$ cat src/rtl/fir_out_packer.sv
// fir_out_packer: output stage of the FIR datapath.
// Each complex partial sum from the last MAC is rounded (half-up), arithmetically
// right-shifted and saturated in one register stage, then queued in a small
// circular FIFO that feeds a valid/ready port. The MAC chain cannot be stalled,
// so samples arriving while the FIFO is full are dropped and flagged.
module fir_out_packer #(
  parameter int IN_W    = 32,
  parameter int OUT_W   = 16,
  parameter int DEPTH   = 8,
  parameter int SHIFT_W = 5
) (
  input  logic                     clk,
  input  logic                     rst_n,
  input  logic                     in_valid,
  input  logic [2*IN_W-1:0]        in_data,
  input  logic [SHIFT_W-1:0]       shift,
  input  logic                     clear,
  output logic                     out_valid,
  input  logic                     out_ready,
  output logic [2*OUT_W-1:0]       out_data,
  output logic [$clog2(DEPTH):0]   count,
  output logic                     overflow,
  output logic                     sat_flag
);

  localparam int PW = $clog2(DEPTH);
  localparam int CW = PW + 1;

  // Scale one component; result is {saturated, value}.
  function automatic logic [OUT_W:0] scale_comp(input logic [IN_W-1:0]    x,
                                                input logic [SHIFT_W-1:0] sh_in);
    logic signed [IN_W:0] ext;
    logic signed [IN_W:0] rnd;
    logic signed [IN_W:0] sum;
    logic signed [IN_W:0] shd;
    logic signed [IN_W:0] max_v;
    logic signed [IN_W:0] min_v;
    logic [OUT_W:0]       res;
    int                   sh;
    sh    = (int'(sh_in) > IN_W - 1) ? (IN_W - 1) : int'(sh_in);
    ext   = {x[IN_W-1], x};
    rnd   = (sh > 0) ? ({{IN_W{1'b0}}, 1'b1} << (sh - 1)) : '0;
    sum   = ext + rnd;
    shd   = sum >>> sh;
    max_v = {{(IN_W+2-OUT_W){1'b0}}, {(OUT_W-1){1'b1}}};
    min_v = {{(IN_W+2-OUT_W){1'b1}}, {(OUT_W-1){1'b0}}};
    if (shd > max_v) begin
      res = {1'b1, 1'b0, {(OUT_W-1){1'b1}}};
    end else if (shd < min_v) begin
      res = {1'b1, 1'b1, {(OUT_W-1){1'b0}}};
    end else begin
      res = {1'b0, shd[OUT_W-1:0]};
    end
    return res;
  endfunction

  logic                 s_valid_q;
  logic [2*OUT_W-1:0]   s_data_q;
  logic [2*OUT_W-1:0]   mem_q [DEPTH];
  logic [PW-1:0]        wr_ptr_q;
  logic [PW-1:0]        rd_ptr_q;
  logic [CW-1:0]        count_q;
  logic                 overflow_q;
  logic                 sat_q;

  logic [OUT_W:0]       re_d;
  logic [OUT_W:0]       im_d;
  logic                 pop_d;
  logic                 push_d;
  logic                 drop_d;

  assign re_d   = scale_comp(in_data[2*IN_W-1:IN_W], shift);
  assign im_d   = scale_comp(in_data[IN_W-1:0], shift);

  // clear overrides both FIFO ports in its cycle.
  assign pop_d  = out_valid && out_ready && !clear;
  assign push_d = s_valid_q && !clear && ((count_q < CW'(DEPTH)) || pop_d);
  assign drop_d = s_valid_q && !clear && !push_d;

  assign out_valid = (count_q != '0);
  assign out_data  = out_valid ? mem_q[rd_ptr_q] : '0;
  assign count     = count_q;
  assign overflow  = overflow_q;
  assign sat_flag  = sat_q;

  // Scale stage register and sticky saturation flag.
  always_ff @(posedge clk or negedge rst_n) begin
    if (!rst_n) begin
      s_valid_q <= 1'b0;
      s_data_q  <= '0;
      sat_q     <= 1'b0;
    end else if (clear) begin
      s_valid_q <= 1'b0;
      sat_q     <= 1'b0;
    end else begin
      s_valid_q <= in_valid;
      if (in_valid) begin
        s_data_q <= {re_d[OUT_W-1:0], im_d[OUT_W-1:0]};
        if (re_d[OUT_W] || im_d[OUT_W]) begin
          sat_q <= 1'b1;
        end
      end
    end
  end

  // FIFO storage; contents beyond count are never observed, so no reset.
  always_ff @(posedge clk) begin
    if (push_d) begin
      mem_q[wr_ptr_q] <= s_data_q;
    end
  end

  // FIFO pointers, occupancy and sticky overflow flag.
  always_ff @(posedge clk or negedge rst_n) begin
    if (!rst_n) begin
      wr_ptr_q   <= '0;
      rd_ptr_q   <= '0;
      count_q    <= '0;
      overflow_q <= 1'b0;
    end else if (clear) begin
      wr_ptr_q   <= '0;
      rd_ptr_q   <= '0;
      count_q    <= '0;
      overflow_q <= 1'b0;
    end else begin
      if (push_d) begin
        wr_ptr_q <= wr_ptr_q + PW'(1);
      end
      if (pop_d) begin
        rd_ptr_q <= rd_ptr_q + PW'(1);
      end
      if (drop_d) begin
        overflow_q <= 1'b1;
      end
      case ({push_d, pop_d})
        2'b10:   count_q <= count_q + CW'(1);
        2'b01:   count_q <= count_q - CW'(1);
        default: count_q <= count_q;
      endcase
    end
  end

endmodule

$ cat config.mk
export PLATFORM = sky130hd
export DESIGN_NAME = fir_out_packer
export DESIGN_NICKNAME = d
export VERILOG_FILES = /design/src/rtl/fir_out_packer.sv
export SDC_FILE = /design/constraint.sdc
export NUM_CORES = 1
export LEC_CHECK = 0
export CAP_MARGIN = 10
export CORE_ASPECT_RATIO = 1.5
export CORE_MARGIN = 10
export CORE_UTILIZATION = 50
export DETAILED_ROUTE_END_ITERATION = 7
export GPL_TIMING_DRIVEN = 0
export PLACE_DENSITY = 0.69
export SYNTH_ARGS = -nofsm -noshare
export SYNTH_HDL_FRONTEND = slang
export SYNTH_SLANG_ARGS = --single-unit
$ cat constraint.sdc
create_clock -name clk -period 5.93 [get_ports clk]
set_input_delay 1.186 -clock clk [delete_from_list [all_inputs] [get_ports clk]]
set_output_delay 1.186 -clock clk [all_outputs]
set_load 0.01 [all_outputs]
Word-level counts from Yosys, hierarchy flattened. Memory sizes are Yosys's and may differ from the RTL's. Index checks and enable logic that the tools add are counted.

Flip-flop bits (word level): 45. Bits in writable memories: 256. Bits of input ports: 74. Logic and storage cells: 65. Memories: 1.

Add/sub/neg operators: 7. Order comparisons: 6. Eq/ne operators: 2. Shift-type cells: 3. Mux-type cells: 20. Bitwise logic cells: 1. Reduce and logical (&&, ||, !) cells: 18.

Memory list: mem_q (words 8, bits a word 32, rd ports 1, clocked after Yosys merged registers in 0, wr ports 1, RTL line 59) `logic [2*OUT_W-1:0] mem_q [DEPTH];`.

Operator list (count): $mux W17 (4); $add A32 B33 Y33 (2); $gt A33 B16 Y1 const B (2); $lt A33 B16 Y1 const B (2); $sshr A33 B5 Y33 (2); $mux W33 (1); $shl A1 B32 Y33 const A (1); $mux W32 (1); $mux W3 (4); $reduce_bool A2 Y1 (5); $mux W1 (8); $pmux W4 S2 (1); $add A3 B1 Y3 const B (2); $sub A5 B1 Y6 const B (1); $gt A5 B1 Y1 const B (1); $logic_and A1 B1 Y1 (5); $add A4 B1 Y4 const B (1); $lt A4 B4 Y1 const B (1); $mux W4 (1); $reduce_and A2 Y1 (2); $reduce_bool A4 Y1 (1); $sub A4 B1 Y4 const B (1); $reduce_bool A3 Y1 (1); $eq A2 B1 Y1 const B (1); other kinds (4) (6).

Longest topological paths before layout.
Depth in word-level cells: 12. Depth in mapped cells: 37. Depth with buffers taken out: 26.

Least setup slack after synthesis. Ideal clock, no wire load.

Path kind: input to register. Start point: in shift[0]. End point: reg s_data_q[4]. Data arrival time: 8.485 ns. Required time: 5.806 ns. Slack: -2.679 ns. Stages: 35. Buffers on the path: 12. Path through: buf_2 -> inv_1 -> clkbuf_1 -> buf_1 -> clkbuf_1 -> buf_1 -> buf_1 -> ha_1 -> buf_2 -> and3b_1 -> clkbuf_1 -> a31o_2 -> buf_1 -> nand2_1 -> nor2_1 -> ha_1 -> clkbuf_1 -> and2_1 -> clkbuf_1 -> o2111ai_1 -> and3_1 -> o211ai_1 -> o21bai_1 -> nand2_1 -> nor4_1 -> nor3_1 -> a221o_1 -> o221ai_1 -> nand4_1 -> or4_4 -> nor4b_4 -> o31ai_4 -> nor2_8 -> buf_8 -> a21oi_2.

Cells in the longest elaborated chain, start to end: 8. Elaborated cells on any way between the ends: 10. Those cells by class: 2 x add/sub; 3 x order compare; 2 x shift; 3 x mux.

Ends and longest elaborated chain: start, declared (RTL line 16) `input logic [SHIFT_W-1:0] shift,`; $sub A5 B1 Y6 (RTL line 42) `rnd = (sh > 0) ? ({{IN_W{1'b0}}, 1'b1} << (sh - 1)) : '0;`; $shl A1 B32 Y33 (RTL line 42); $mux W33 (RTL line 42); $add A32 B33 Y33 (RTL line 43) `sum = ext + rnd;`; $sshr A33 B5 Y33 * (RTL line 44) `shd = sum >>> sh;`; $lt A33 B16 Y1 (RTL line 49) `end else if (shd < min_v) begin`; $mux W17 (RTL line 49); $mux W17 * (RTL line 47) `if (shd > max_v) begin`; end signal, assigned (RTL line 98) `s_data_q <= {re_d[OUT_W-1:0], im_d[OUT_W-1:0]};`; end, declared (RTL line 58) `logic [2*OUT_W-1:0] s_data_q;`.

Every way passes the cells marked *; elsewhere a longest branch is shown, timed or not. A chain may end at the register's enable or synchronous reset.

Final worst setup path.
Start point: in shift[1]. End point: reg s_data_q[30].

The elaborated chain is that of the path after synthesis.

==> impl_metrics.env <==
export IMPL_drv_slew=0
export IMPL_tightest_slew_ns=1.030
export IMPL_yosys_warnings=0
export IMPL_synthesis_nets=2480
export IMPL_p_leak_nw=10.47
export IMPL_power_density_nw_per_um2=229.3
export IMPL_setup_viol=31
export IMPL_routed_wirelength_um=104700
export IMPL_path_class="input pin to flop"
export IMPL_internal_power_mw=4.422
export IMPL_cts_tree="done"
export IMPL_synth_cell_area_um2=22890
export IMPL_pwr_share_comb_pct=42.1
export IMPL_clk_pin_slew_ns=0.08
export IMPL_synth_top_area_share_pct=33.58
export IMPL_fin_util_pct=65.59
export IMPL_fin_ws_ns=-0.7578
export IMPL_port_buffers=100
export IMPL_cts_root_buf="clkbuf_16"
export IMPL_cap_violations=0
export IMPL_relSlewSlack_pct=31.35
export IMPL_total_power_mw=6.847
export IMPL_die_area_um2=54920
export IMPL_cp_slowest_cell="a221oi_4"
export IMPL_synth_main_ff_cell="edfxtp_1"
export IMPL_clkLatencyLatePin_ns=0.51
export IMPL_switching_share_pct=35.43
export IMPL_status="finished with violations"
export IMPL_track_usage_pct=36.83
export IMPL_gp_congestion=1.074
export IMPL_synth_common_cells="edfxtp_1, nor2_1, nand2_1, a21oi_1, clkbuf_1"
export IMPL_async_flop_share_pct=14.95
export IMPL_hold_viol=0
export IMPL_drc=0
export IMPL_cts_hold_fix_buffers=0
export IMPL_grt_pass1_wl_um=150600
export IMPL_period_needed_ns=6.688
export IMPL_initial_core_util_pct=50.29
export IMPL_drtIter0Drc=2300
export IMPL_die_height_um=282.1
export IMPL_cts_buffer_depth=3
export IMPL_cp_required_ns=6.38
export IMPL_path_max_fanout=10
export IMPL_min_path_type="input pin to async pin"
export IMPL_finalNetCount=2782
export IMPL_cts_buffers=21
export IMPL_clock_sinks=301
export IMPL_fin_hold_ws_ns=0.4976
export IMPL_routedWlPerCell_um=32.04
export IMPL_pwr_share_seq_pct=37.2
export IMPL_vias=22720
export IMPL_area_delta_synth_final_pct=30.44
export IMPL_fin_crit_sh_pct=112.8
export IMPL_hpwlAfterDp_um=78110
export IMPL_drt_pre_antenna_iters=6
export IMPL_yosysUniqueCellTypes=115
export IMPL_antenna_found_initial=1
export IMPL_drive_gt1_share_pct=28.29
export IMPL_violations="negative setup slack"
export IMPL_via_per_inst=6.955
export IMPL_synthTopCellsByArea="edfxtp_1, mux4_2, dfrtp_1"
export IMPL_slowest_delay_ns=0.65
export IMPL_skew_ns=0.009365
export IMPL_synth_seq_area_share_pct=38.50
export IMPL_ir_drop_v=0.0001629
export IMPL_io_pins=113
export IMPL_tns_ns=-21.67
export IMPL_synthCells=2362
export IMPL_grt_setup_unrepaired="yes"
export IMPL_htree_levels=1
export IMPL_die_x_um=194.7
export IMPL_coreArea_um2=45520
export IMPL_crit_path_start_kind="input pin"
export IMPL_path_delay_family="compound AO/OA/AOI/OAI gates"
export IMPL_place_area_um2=25370
export IMPL_syn_area_per_cell_um2=9.692
export IMPL_antenna_cells=0
export IMPL_switching_power_mw=2.426
export IMPL_critPathCaptureType="flop"
export IMPL_rows=96
export IMPL_synth_edff_count=256
export IMPL_fill_cells=3623
export IMPL_postRouteAntennaNets=0
export IMPL_arrival_ns=7.13
export IMPL_finalInstanceArea_um2=29860
export IMPL_yosysMostFrequentCell="edfxtp_1"
export IMPL_power_frac_clock_pct=20.6
export IMPL_ys_ff_latch=301
export IMPL_grt_pass1_vias=22790
export IMPL_yosysTopAreaCell="edfxtp_1"
export IMPL_clock_fmax_ghz=0.1495
export IMPL_path_buf_inv=10
export IMPL_grt_max_degree=41
export IMPL_rrSetupSlack_ns=3.13
export IMPL_grt_overflow=0
[metrics by stage]
step,std cells,worst slack (ns)
2_1_floorplan,2362,-1.265
5_1_grt,3267,-0.8451
3_5_place_dp,3066,-4.945
6_report,3267,-0.7578
4_1_cts,3207,-1.045
3_3_place_gp,3050,-5.415
[layer usage]
metal / share of wire, % / wire length (um) / global-route usage (%)
met5: 0.0086 / 9 / 0
met4: 12 / 12200 / 36.46
met3: 6.5 / 6774 / 6.285
met2: 49 / 51370 / 63.46
met1: 33 / 34320 / 36.75
[power groups by stage]
| stage | Clock, mW | Combinational [mW] | Sequential, mW |
|---|---|---|---|
| finish | 1.41 | 2.89 | 2.55 |
| floorplan | 0 | 1.50 | 2.55 |
| global placement | 0 | 2.43 | 2.58 |
| CTS | 1.42 | 2.70 | 2.54 |
| global route | 1.50 | 3.03 | 2.56 |
| detailed placement | 0 | 2.47 | 2.59 |
[cell families (layout without fill, tap and decap cells)]
logic type	after synthesis	after routing	synth area share, %
multiplexers	176	176	11.43
adder cells (fa/ha/maj)	49	49	2.656
buffers and inverters	224	541	4.143
flip-flops	301	301	38.50
XOR/XNOR	94	94	3.629
AO/OA/AOI/OAI	706	706	22.18
AND/OR/NAND/NOR	812	812	17.46
[final timing paths]
path                               start            to  cells past startpoint
worst max-delay path            shift[1]  s_data_q[30]                     25
worst min-delay path               rst_n      count[3]                      1
worst max register to register  count[3]  mem_q[0][24]                      7
worst min register to register  overflow      overflow                      2
max in group asynchronous          rst_n  s_data_q[18]                      2
min in group clk                overflow      overflow                      2
[worst register-to-register path: cells and delay by family, from the launching register on]
| family | cells | cell delay, ns |
|---|---|---|
| AND/OR/NAND/NOR | 4 | 1.39 |
| buffers and inverters | 3 | 0.65 |
| flip-flops | 1 | 0.47 |
[cell usage in the layout, fill, tap and decap left out, types with 31 or more instances in the layout]
| cell | netlist | layout |
|---|---|---|
| edfxtp_1 | 256 | 256 |
| nor2_1 | 247 | 216 |
| nand2_1 | 229 | 211 |
| buf_4 | 4 | 173 |
| a21oi_1 | 150 | 106 |
| clkdlybuf4s50_1 | 0 | 94 |
| o21ai_0 | 104 | 90 |
| mux2i_1 | 87 | 81 |
| clkbuf_1 | 114 | 71 |
| mux4_2 | 66 | 66 |
| xnor2_1 | 66 | 59 |
| o211ai_1 | 53 | 53 |
| nand3_1 | 51 | 45 |
| dfrtp_1 | 45 | 45 |
| a21oi_2 | 10 | 43 |
| a21o_1 | 43 | 41 |
| inv_1 | 40 | 37 |
| a31oi_1 | 43 | 37 |
| nor3_1 | 42 | 34 |
| buf_12 | 0 | 31 |
| nand4_1 | 31 | 31 |
[what timing repair did]
| action | CTS | global route |
|---|---|---|
| setup buffers | 113 | 73 |
| pin swaps | 89 | 117 |
| resized for setup | 371 | 200 |
| gates cloned | 3 | 1 |
| setup endpoints to repair | 33 | 31 |
[final cells by class]
cell class / instances / area, um^2 / area share, %
plain buffers: 155 / 1204 / 4.031
clock buffers: 30 / 609.3 / 2.041
clock inverters: 8 / 51.30 / 0.1718
inverters: 42 / 203.9 / 0.6830
multi-input cells: 1837 / 15390 / 51.54
flip-flops and latches: 301 / 8813 / 29.52
well taps: 588 / 735.7 / 2.464
repair buffers: 306 / 2854 / 9.558
[state kept, by name, summed over array words and instances (netlist names)]
signal	cells
s_valid_q	1
count	4
wr_ptr_q	3
s_data_q	32
overflow	1
mem_q	256
rd_ptr_q	3
sat_flag	1
(Power assumes the default switching activity.)
